===== src/rtl/barrel_shifter_if.sv =====
`default_nettype none
// ============================================================================
//  Module      : barrel_shifter_if
//  Description : Operand/result bundle for the barrel shifter. The master
//                side supplies the operand and shift controls, the slave
//                side returns the registered result.
//  Revision    : 1.0 - initial release
// ============================================================================
interface barrel_shifter_if #(
    parameter int WIDTH = 4
);
    localparam int SHW = $clog2(WIDTH);

    logic               in_valid;
    logic [WIDTH-1:0]   in;
    logic [SHW-1:0]     shift;
    logic               dir;
    logic [1:0]         mode;
    logic [WIDTH-1:0]   out;
    logic               out_valid;

    modport master (
        output in_valid, in, shift, dir, mode,
        input  out, out_valid
    );

    modport slave (
        input  in_valid, in, shift, dir, mode,
        output out, out_valid
    );
endinterface
`default_nettype wire


===== src/rtl/barrel_shifter.sv =====
`default_nettype none
// ============================================================================
//  Module      : barrel_shifter
//  Description : Single-cycle logical / arithmetic / rotate barrel shifter
//                with a registered result. Shift amount 0..WIDTH-1, left or
//                right. The shift network is a log2(WIDTH)-stage mux tree;
//                stage k moves the data by 2^k when shift[k] is set.
//  Revision    : 1.0 - initial release
// ============================================================================
module barrel_shifter #(
    parameter int WIDTH = 4
) (
    input  wire logic           clk,
    input  wire logic           rst,
    barrel_shifter_if.slave     bus
);
    localparam int               SHW  = $clog2(WIDTH);
    localparam logic [WIDTH-1:0] ONES = {WIDTH{1'b1}};

    // mode[1] selects rotate for both 10 and 11
    logic               w_rot;
    // vacated-bit value for right shifts: sign bit only for arithmetic right
    logic               w_fill;
    logic [WIDTH-1:0]   w_result;

    logic [WIDTH-1:0]   out_d, out_q;
    logic               out_valid_d, out_valid_q;

    // Decode the mode into rotate select and right-shift fill bit
    always_comb begin
        w_rot  = bus.mode[1];
        w_fill = (bus.mode == 2'b01) && bus.dir && bus.in[WIDTH-1];
    end

    // Mux tree: each stage conditionally moves the running value by 2^k
    always_comb begin
        logic [WIDTH-1:0] data;
        logic [WIDTH-1:0] fill_mask;
        data      = bus.in;
        fill_mask = '0;
        for (int k = 0; k < SHW; k++) begin
            if (bus.shift[k]) begin
                if (bus.dir) begin
                    // Mask of the 2^k MSB positions vacated by a right move
                    fill_mask = ~(ONES >> (1 << k));
                    if (w_rot) begin
                        data = (data >> (1 << k)) | (data << (WIDTH - (1 << k)));
                    end else begin
                        data = (data >> (1 << k)) | (w_fill ? fill_mask : '0);
                    end
                end else begin
                    if (w_rot) begin
                        data = (data << (1 << k)) | (data >> (WIDTH - (1 << k)));
                    end else begin
                        data = data << (1 << k);
                    end
                end
            end
        end
        w_result = data;
    end

    // Next-state: capture a new result only on valid cycles, otherwise hold
    always_comb begin
        out_d       = out_q;
        out_valid_d = bus.in_valid;
        if (bus.in_valid) begin
            out_d = w_result;
        end
    end

    // Output register; reset wins over a same-cycle valid input
    always_ff @(posedge clk) begin
        if (rst) begin
            out_q       <= '0;
            out_valid_q <= 1'b0;
        end else begin
            out_q       <= out_d;
            out_valid_q <= out_valid_d;
        end
    end

    assign bus.out       = out_q;
    assign bus.out_valid = out_valid_q;

endmodule
`default_nettype wire


===== src/flat_wrapper.sv =====
// flat-port wrapper written by rule: the top's interface ports become plain ports
module barrel_shifter_flat 
#(
    parameter int WIDTH = 4
)
  (clk, rst, bus_in_valid, bus_in, bus_shift, bus_dir, bus_mode, bus_out, bus_out_valid);
  barrel_shifter_if #(.WIDTH(WIDTH)) bus_i ();
  input  wire logic clk;
  input  wire logic rst;
  input wire logic [$bits(bus_i.in_valid)-1:0] bus_in_valid;
  input wire logic [$bits(bus_i.in)-1:0] bus_in;
  input wire logic [$bits(bus_i.shift)-1:0] bus_shift;
  input wire logic [$bits(bus_i.dir)-1:0] bus_dir;
  input wire logic [$bits(bus_i.mode)-1:0] bus_mode;
  output wire logic [$bits(bus_i.out)-1:0] bus_out;
  output wire logic [$bits(bus_i.out_valid)-1:0] bus_out_valid;
  assign bus_i.in_valid = bus_in_valid;
  assign bus_i.in = bus_in;
  assign bus_i.shift = bus_shift;
  assign bus_i.dir = bus_dir;
  assign bus_i.mode = bus_mode;
  assign bus_out = bus_i.out;
  assign bus_out_valid = bus_i.out_valid;
  barrel_shifter #(.WIDTH(WIDTH)) u_core (.clk(clk), .rst(rst), .bus(bus_i));
endmodule

===== config.mk =====
export PLATFORM = sky130hd
export DESIGN_NAME = barrel_shifter_flat
export DESIGN_NICKNAME = d
export VERILOG_FILES = /design/src/rtl/barrel_shifter_if.sv /design/src/rtl/barrel_shifter.sv /design/src/flat_wrapper.sv
export SDC_FILE = /design/constraint.sdc
export NUM_CORES = 1
export LEC_CHECK = 0
export CAP_MARGIN = 15
export CORE_AREA = 2 2 39 41
export CTS_CLUSTER_DIAMETER = 120
export DETAILED_ROUTE_END_ITERATION = 6
export DIE_AREA = 0 0 41 43
export PLACE_DENSITY = 0.63
export SETUP_SLACK_MARGIN = 0.1
export SLEW_MARGIN = 20
export SYNTH_ARGS = -nofsm -noshare
export SYNTH_HDL_FRONTEND = slang
export SYNTH_SLANG_ARGS = --single-unit

===== constraint.sdc =====
create_clock -name clk -period 1.48 [get_ports clk]
set_input_delay 0.148 -clock clk [delete_from_list [all_inputs] [get_ports clk]]
set_output_delay 0.148 -clock clk [all_outputs]
set_load 0.02 [all_outputs]

## After elaboration in Yosys (flattened, before gate mapping)

Cells that the tools add are included.

| word-level totals | value |
|---|---|
| register bits | 5 |
| input port bits | 12 |

| cells by class | value |
|---|---|
| equality and inequality tests | 1 |
| mux-type cells | 10 |
| bitwise logic cells | 5 |
| reductions and logical operators | 2 |

Operators by type and width:

| cell | count |
|---|---|
| two-way mux 4 bit | 10 |
| OR 2 x 4 -> 4 bit | 2 |
| OR 3 x 4 -> 4 bit | 2 |
| OR 4 x 1 -> 4 bit | 1 |
| equality test 2 x 1 -> 1 bit, second input constant | 1 |
| logical AND 1 bit | 2 |

## Longest topological paths before layout

Gate-level depths: netlist of the first run.

| logic depth | value |
|---|---|
| word-level depth | 12 |
| gate-level depth with buffers | 5 |

## Worst setup path before layout of the first run

Ideal clock, no wire load.

| timing path | value |
|---|---|
| kind | in2reg |
| from | input bus_dir |
| to | register u_core.out_q[0] (netlist: u_core.bus.out[0]) |
| setup time | 0.088 ns |
| data arrival time | 1.044 ns |
| required time | 1.392 ns |
| slack | 0.347 ns |
| stages | 4 |
| path through | buf_6 o211a_1 or3_1 a311oi_2 |

| between the ends | value |
|---|---|
| longest elaborated chain between the ends | 6 |
| elaborated cells on any way between the ends | 8 |
| those cells by class | mux: 6; bitwise: 2 |

Ends and longest elaborated chain:

| what | RTL line | text |
|---|---|---|
| start, declared | flat_wrapper.sv:13 | `input wire logic [$bits(bus_i.dir)-1:0] bus_dir;` |
| two-way mux 4 bit | barrel_shifter.sv:43 | `if (bus.dir) begin` |
| two-way mux 4 bit | barrel_shifter.sv:42 | `if (bus.shift[k]) begin` |
| OR 2 x 4 -> 4 bit, on equally long branches | barrel_shifter.sv:47, barrel_shifter.sv:53, barrel_shifter.sv:49 |  |
| two-way mux 4 bit, on equally long branches | barrel_shifter.sv:52, barrel_shifter.sv:46 |  |
| two-way mux 4 bit | barrel_shifter.sv:43 |  |
| two-way mux 4 bit * | barrel_shifter.sv:42 |  |
| end signal, assigned | barrel_shifter.sv:78 | `out_q <= out_d;` |
| end, declared | barrel_shifter.sv:26 | `logic [WIDTH-1:0] out_d, out_q;` |

Mark *: on every way between the ends. The rest lies on a longest branch, timed or not.
A chain may end at the register's enable or synchronous reset.

## Worst setup path after layout of the first run

Ends and elaborated chain as after synthesis.

==> impl_metrics.env, run 1 <==
export IMPL_placed_area_um2=569
export IMPL_worstMarginPinSlew_ps=245
export IMPL_grt_use_total_pct=12.4
export IMPL_io_buffers=16
export IMPL_cts_tree="done"
export IMPL_cts_made_buffers=3
export IMPL_p_per_area_mw_per_mm2=736
export IMPL_die_area_mm2=0.00176
export IMPL_clkLatencyLatePin_ps=240
export IMPL_finalMaxSlewViolations=0
export IMPL_initial_core_util_pct=26.8
export IMPL_min_period_ps=1320
export IMPL_max_vdd_ir_drop_mv=0.188
export IMPL_synth_area_um2=370
export IMPL_hold_path_class="in2reg"
export IMPL_die_height_um=43
export IMPL_cts_clk_slew_worst_paths_ps=40
export IMPL_p_clk_share_pct=34.5
export IMPL_cell_internal_pwr_mw=0.325
export IMPL_cap_viol_max_count=0
export IMPL_clock_root_buffer="clkbuf_4"
export IMPL_drtIter0Drc=8
export IMPL_cp_start_kind="primary input"
export IMPL_wl_um=931
export IMPL_overflow=0
export IMPL_met2RoutedLength_um=414
export IMPL_rows=14
export IMPL_dp_hpwl_um=728
export IMPL_drive_above_1_share_pct=17.4
export IMPL_wl_met3_um=78
export IMPL_instances_no_fill=85
export IMPL_grt_pass1_vias=388
export IMPL_syn_nets=58
export IMPL_core_mm2=0.00138
export IMPL_die_w_um=41
export IMPL_swShare_pct=27.0
export IMPL_dp_cells=81
export IMPL_layout_nets=82
export IMPL_p_leak_nw=0.255
export IMPL_syn_inst=46
export IMPL_final_setup_skew_ps=0
export IMPL_p_comb_share_pct=31.8
export IMPL_worstSetupEndpointType="flip-flop"
export IMPL_grt_pass1_wl_um=1510
export IMPL_fin_util_pct=43.7
export IMPL_areaGrowthSynthToFinish_pct=63.2
export IMPL_clock_sinks=5
export IMPL_syn_area_per_cell_um2=8.05
export IMPL_postLayoutCellArea_um2=604
export IMPL_antenna_found_initial=0
export IMPL_crit_arrival_ps=1470
export IMPL_finalHoldViolCount=0
export IMPL_worstSetupPathType="in2reg"
export IMPL_relSlewSlack_pct=83.6
export IMPL_worst_slack_ps=159
export IMPL_finalCritPeriodShare_pct=89.3
export IMPL_rsz0062_at_grt="yes"
export IMPL_cts_setup_buffers=0
export IMPL_setup_viol=0
export IMPL_wl_per_cell_um=11.0
export IMPL_yosys_warnings=0
export IMPL_drc=0
export IMPL_postRouteAntennaNets=0
export IMPL_cp_required_ps=1630
export IMPL_fmax_ghz=0.757
export IMPL_finalPower_mw=0.445
export IMPL_place_worst_setup_slack_ps=-157
export IMPL_vias=444
export IMPL_viasPerCell=5.22
export IMPL_h_tree_depth=1
export IMPL_critPathMaxFanout=3
export IMPL_yosysSeqAreaShare_pct=27.0
export IMPL_synth_cell_type_count=24
export IMPL_met1_length_um=415
export IMPL_p_seq_share_pct=33.7
export IMPL_synth_seq_cells=5
export IMPL_grt_max_degree=10
export IMPL_highest_layer="met4"
export IMPL_pin_count=17
export IMPL_num_antenna_cells=0
export IMPL_place_congestion=0.870
export IMPL_cts_max_path_buffers=2
export IMPL_drt_pass1_iterations=4
export IMPL_fill_cells=146
export IMPL_status="complete, no violations"
export IMPL_p_switching_mw=0.120
[power groups by stage]
| stage | registers (mW) | logic (mW) | clock network, mW |
|---|---|---|---|
| floorplan | 0.164 | 0.0536 | 0 |
| global placement | 0.152 | 0.142 | 0 |
| detailed placement | 0.152 | 0.141 | 0 |
| CTS | 0.150 | 0.141 | 0.160 |
| global route | 0.150 | 0.155 | 0.165 |
| finish | 0.150 | 0.142 | 0.153 |
[timing repair]
item / in CTS / in global routing
cloned: 0 / 0
hold endpoints to repair: 0 / 0
hold buffers: 0 / 0
pin swaps: 0 / 1
setup endpoints to repair: 1 / 2
gates resized for setup: 1 / 3
[Yosys cell counts, drive strengths merged]
master  instances  share of area (%)
nand3           1                1.4
inv             2                2.0
or3             1                1.7
dfxtp           5                 27
o221ai          1                2.4
nor2            5                5.1
o311a           1                3.0
and2b           1                2.4
a211o           1                2.4
buf             2                5.1
nand2           4                4.1
a311oi          2                6.4
nand4b          1                2.4
nand4           2                3.4
mux2i           2                5.4
o211a           1                2.7
a21oi           2                2.7
nor2b           1                1.7
o32ai           2                4.7
nand2b          4                6.8
o21ai           4                5.4
nand3b          1                2.0
[path summary, 6_finish.rpt]
path | cells after the start | slack [ps] | end | from
hold / removal | 3 | 390 | u_core.bus.out[1]$_SDFFE_PP0P_ | bus_shift[0]
setup reg to reg | 2 | 790 | u_core.bus.out[2]$_SDFFE_PP0P_ | u_core.bus.out[2]$_SDFFE_PP0P_
setup / recovery | 5 | 160 | u_core.bus.out[0]$_SDFFE_PP0P_ | bus_dir
hold reg to reg | 2 | 480 | u_core.bus.out[3]$_SDFFE_PP0P_ | u_core.bus.out[3]$_SDFFE_PP0P_
[cell families after synthesis]
| group | Yosys count | synth area share [%] |
|---|---|---|
| AOI/OAI and AO/OA | 14 | 29.7 |
| buffers and inverters | 4 | 7.10 |
| muxes | 2 | 5.41 |
| and+or+nand+nor | 21 | 30.7 |
| DFF | 5 | 27.0 |
[metrics by stage]
stage	hold slack, ps	TNS (ps)
final	386	0
after global routing	425	0
after detailed placement	476	-295
after floorplan	216	0
after CTS	482	0
after global placement	472	-238
[per-layer routing]
metal  track usage [%]  vias up
met4              10.0        0
met2              18.8       19
met5                 0        -
met3              1.57        4
met1              14.7      201
li1                  -      220
[sequential cells by signal, summed over array words and instances (netlist names)]
name and flops:
u_core.bus.out 4, u_core.bus.out_valid 1
[layout make-up]
cell class / instances / area, um^2 / share of cell area [%]
Clock buffer: 4 / 26.3 / 4.35
Sequential cell: 5 / 100 / 16.6
Tap cell: 16 / 20.0 / 3.31
Timing Repair Buffer: 21 / 201 / 33.3
Inverter: 2 / 7.51 / 1.24
Multi-Input combinational cell: 37 / 249 / 41.2
[layout by cell type, fill, tap and decap left out, types with 2 or more instances in the layout]
master	count
a21oi_1	2
buf_4	5
clkbuf_4	3
clkdlybuf4s50_1	13
dfxtp_1	5
dlymetal6s2s_1	2
inv_1	2
mux2i_1	2
nand2_1	4
nand2b_1	4
nand4_1	2
nor2_1	5
o21ai_0	4
o32ai_1	2
[critical path, cell delays in order]
cell             delay [ps]
clkdlybuf4s50_1         500
nand2_1                  60
o211a_1                 140
or3_4                   370
a311oi_2                250
Note: power is estimated with default switching activity, not from simulation.
==> inputs of run 2 (changes only) <==
--- a/config.mk
+++ b/config.mk
@@ -11,6 +11,7 @@
 export DETAILED_ROUTE_END_ITERATION = 6
 export DIE_AREA = 0 0 41 43
 export PLACE_DENSITY = 0.63
+export REMOVE_ABC_BUFFERS = 1
 export SETUP_SLACK_MARGIN = 0.1
 export SLEW_MARGIN = 20
 export SYNTH_ARGS = -nofsm -noshare
==> run 2 against run 1 <==
Hold slack improved by 86 ps. Final cell count rose by 1.2%. Largest power group unchanged. Global-route usage fell by 0.11 points. Critical endpoint is now bus_out[1].
==> impl_metrics.env, run 2 (synthesized netlist as in run 1, its figures left out) <==
export IMPL_place_congestion=0.843
export IMPL_critPathMaxFanout=2
export IMPL_fin_util_pct=44.4
export IMPL_areaGrowthSynthToFinish_pct=65.9
export IMPL_crit_path_max_incr_delay_ps=600
export IMPL_drive_above_1_share_pct=18.6
export IMPL_cts_max_path_buffers=2
export IMPL_postRouteAntennaNets=0
export IMPL_placed_area_um2=577
export IMPL_setup_tns_ps=0
export IMPL_initial_core_util_pct=26.8
export IMPL_fmax_ghz=0.763
export IMPL_r2r_start="u_core.bus.out[3]$_SDFFE_PP0P_"
export IMPL_die_height_um=43
export IMPL_clkLatencyLatePin_ps=240
export IMPL_p_leak_nw=0.267
export IMPL_grt_use_total_pct=12.3
export IMPL_fill_cells=156
export IMPL_crit_arrival_ps=1160
export IMPL_hold_path_startpoint="u_core.bus.out[2]$_SDFFE_PP0P_"
export IMPL_viasPerCell=4.93
export IMPL_grt_pass1_vias=376
export IMPL_grt_pass1_wl_um=1480
export IMPL_finalHoldViolCount=0
export IMPL_worstSetupPathType="reg2out"
export IMPL_crit_slowest_cell="clkdlybuf4s50_1"
export IMPL_core_mm2=0.00138
export IMPL_wl_um=916
export IMPL_crit_buf_inv=1
export IMPL_worstSetupEndpointType="output port"
export IMPL_postLayoutCellArea_um2=614
export IMPL_num_antenna_cells=0
export IMPL_reg2reg_slack_ps=790
export IMPL_rows=14
export IMPL_finalPower_mw=0.452
export IMPL_wl_per_cell_um=10.7
export IMPL_final_setup_skew_ps=0
export IMPL_cts_tree="done"
export IMPL_place_worst_setup_slack_ps=-129
export IMPL_cp_start_kind="flip-flop"
export IMPL_max_vdd_ir_drop_mv=0.254
export IMPL_drtIter0Drc=6
export IMPL_finalCritPeriodShare_pct=88.6
export IMPL_die_area_mm2=0.00176
export IMPL_largest_register_ff_count=4
export IMPL_mostFrequentLayoutCell="clkdlybuf4s50_1"
export IMPL_finalMaxSlewViolations=0
export IMPL_cp_required_ps=1330
export IMPL_grt_max_degree=8
export IMPL_drt_pass1_iterations=4
export IMPL_clock_sinks=5
export IMPL_pin_count=17
export IMPL_rsz0062_at_grt="no"
export IMPL_hold_path_class="reg2reg"
export IMPL_layout_nets=83
export IMPL_status="complete, no violations"
export IMPL_io_buffers=16
export IMPL_cts_made_buffers=3
export IMPL_dp_hpwl_um=731
export IMPL_vias=424
export IMPL_drc=0
export IMPL_cts_clk_slew_worst_paths_ps=40
export IMPL_p_per_area_mw_per_mm2=736
export IMPL_overflow=0
export IMPL_relSlewSlack_pct=83.9
export IMPL_clock_root_buffer="clkbuf_4"
export IMPL_cap_viol_max_count=0
export IMPL_critical_path_top_delay_family="buffers and inverters"
export IMPL_worstMarginPinSlew_ps=241
export IMPL_critPathLaunch="u_core.bus.out[1]$_SDFFE_PP0P_"
export IMPL_die_w_um=41
export IMPL_cp_cell_sequence="clkdlybuf4s50_1"
export IMPL_worst_slack_ps=169
export IMPL_antenna_found_initial=0
export IMPL_final_cell_mix="clkdlybuf4s50_1 (13), buf_4 (6), nor2_1 (5), dfxtp_1 (5)"
export IMPL_setup_viol=0
export IMPL_h_tree_depth=1
export IMPL_min_period_ps=1310
[run 2: per-stage QoR]
stage	hold WS, ps	instances
after floorplan	216	44
final	472	86
after detailed placement	467	82
after global placement	473	82
after global routing	503	86
after CTS	474	86
[run 2: per-layer routing]
metal  share of wire (%)  global-route usage, %  up-vias
met3                 8.8                   1.57        3
li1                    -                      -      223
met2                  44                   16.9       19
met4                 2.9                   10.0        0
met5                   0                      0        -
met1                  44                   16.2      179
[run 2: path summary, 6_finish.rpt]
check                                                       to  cells past startpoint
worst min-delay path            u_core.bus.out[2]$_SDFFE_PP0P_                      2
worst max register to register  u_core.bus.out[3]$_SDFFE_PP0P_                      2
worst max-delay path                                bus_out[1]                      1
worst min register to register  u_core.bus.out[2]$_SDFFE_PP0P_                      2
[run 2: what timing repair did]
action,in CTS,in global routing
setup endpoints to repair,0,3
hold buffers,0,0
setup buffers,0,0
gates resized for setup,0,5
[run 2: where the power goes]
part | total (mW) | internal [mW] | switching [mW]
combinational | 0.144 | 0.0792 | 0.0651
clock | 0.159 | 0.102 | 0.0567
sequential | 0.149 | 0.145 | 0.00405
total | 0.452 | 0.327 | 0.126
[run 2: layout make-up]
cell class / count / area, um^2 / area share [%]
Tap cell: 16 / 20.0 / 3.26
Sequential cell: 5 / 100 / 16.3
Multi-Input combinational cell: 37 / 248 / 40.3
Clock buffer: 4 / 26.3 / 4.28
Inverter: 2 / 7.51 / 1.22
Timing Repair Buffer: 22 / 213 / 34.6
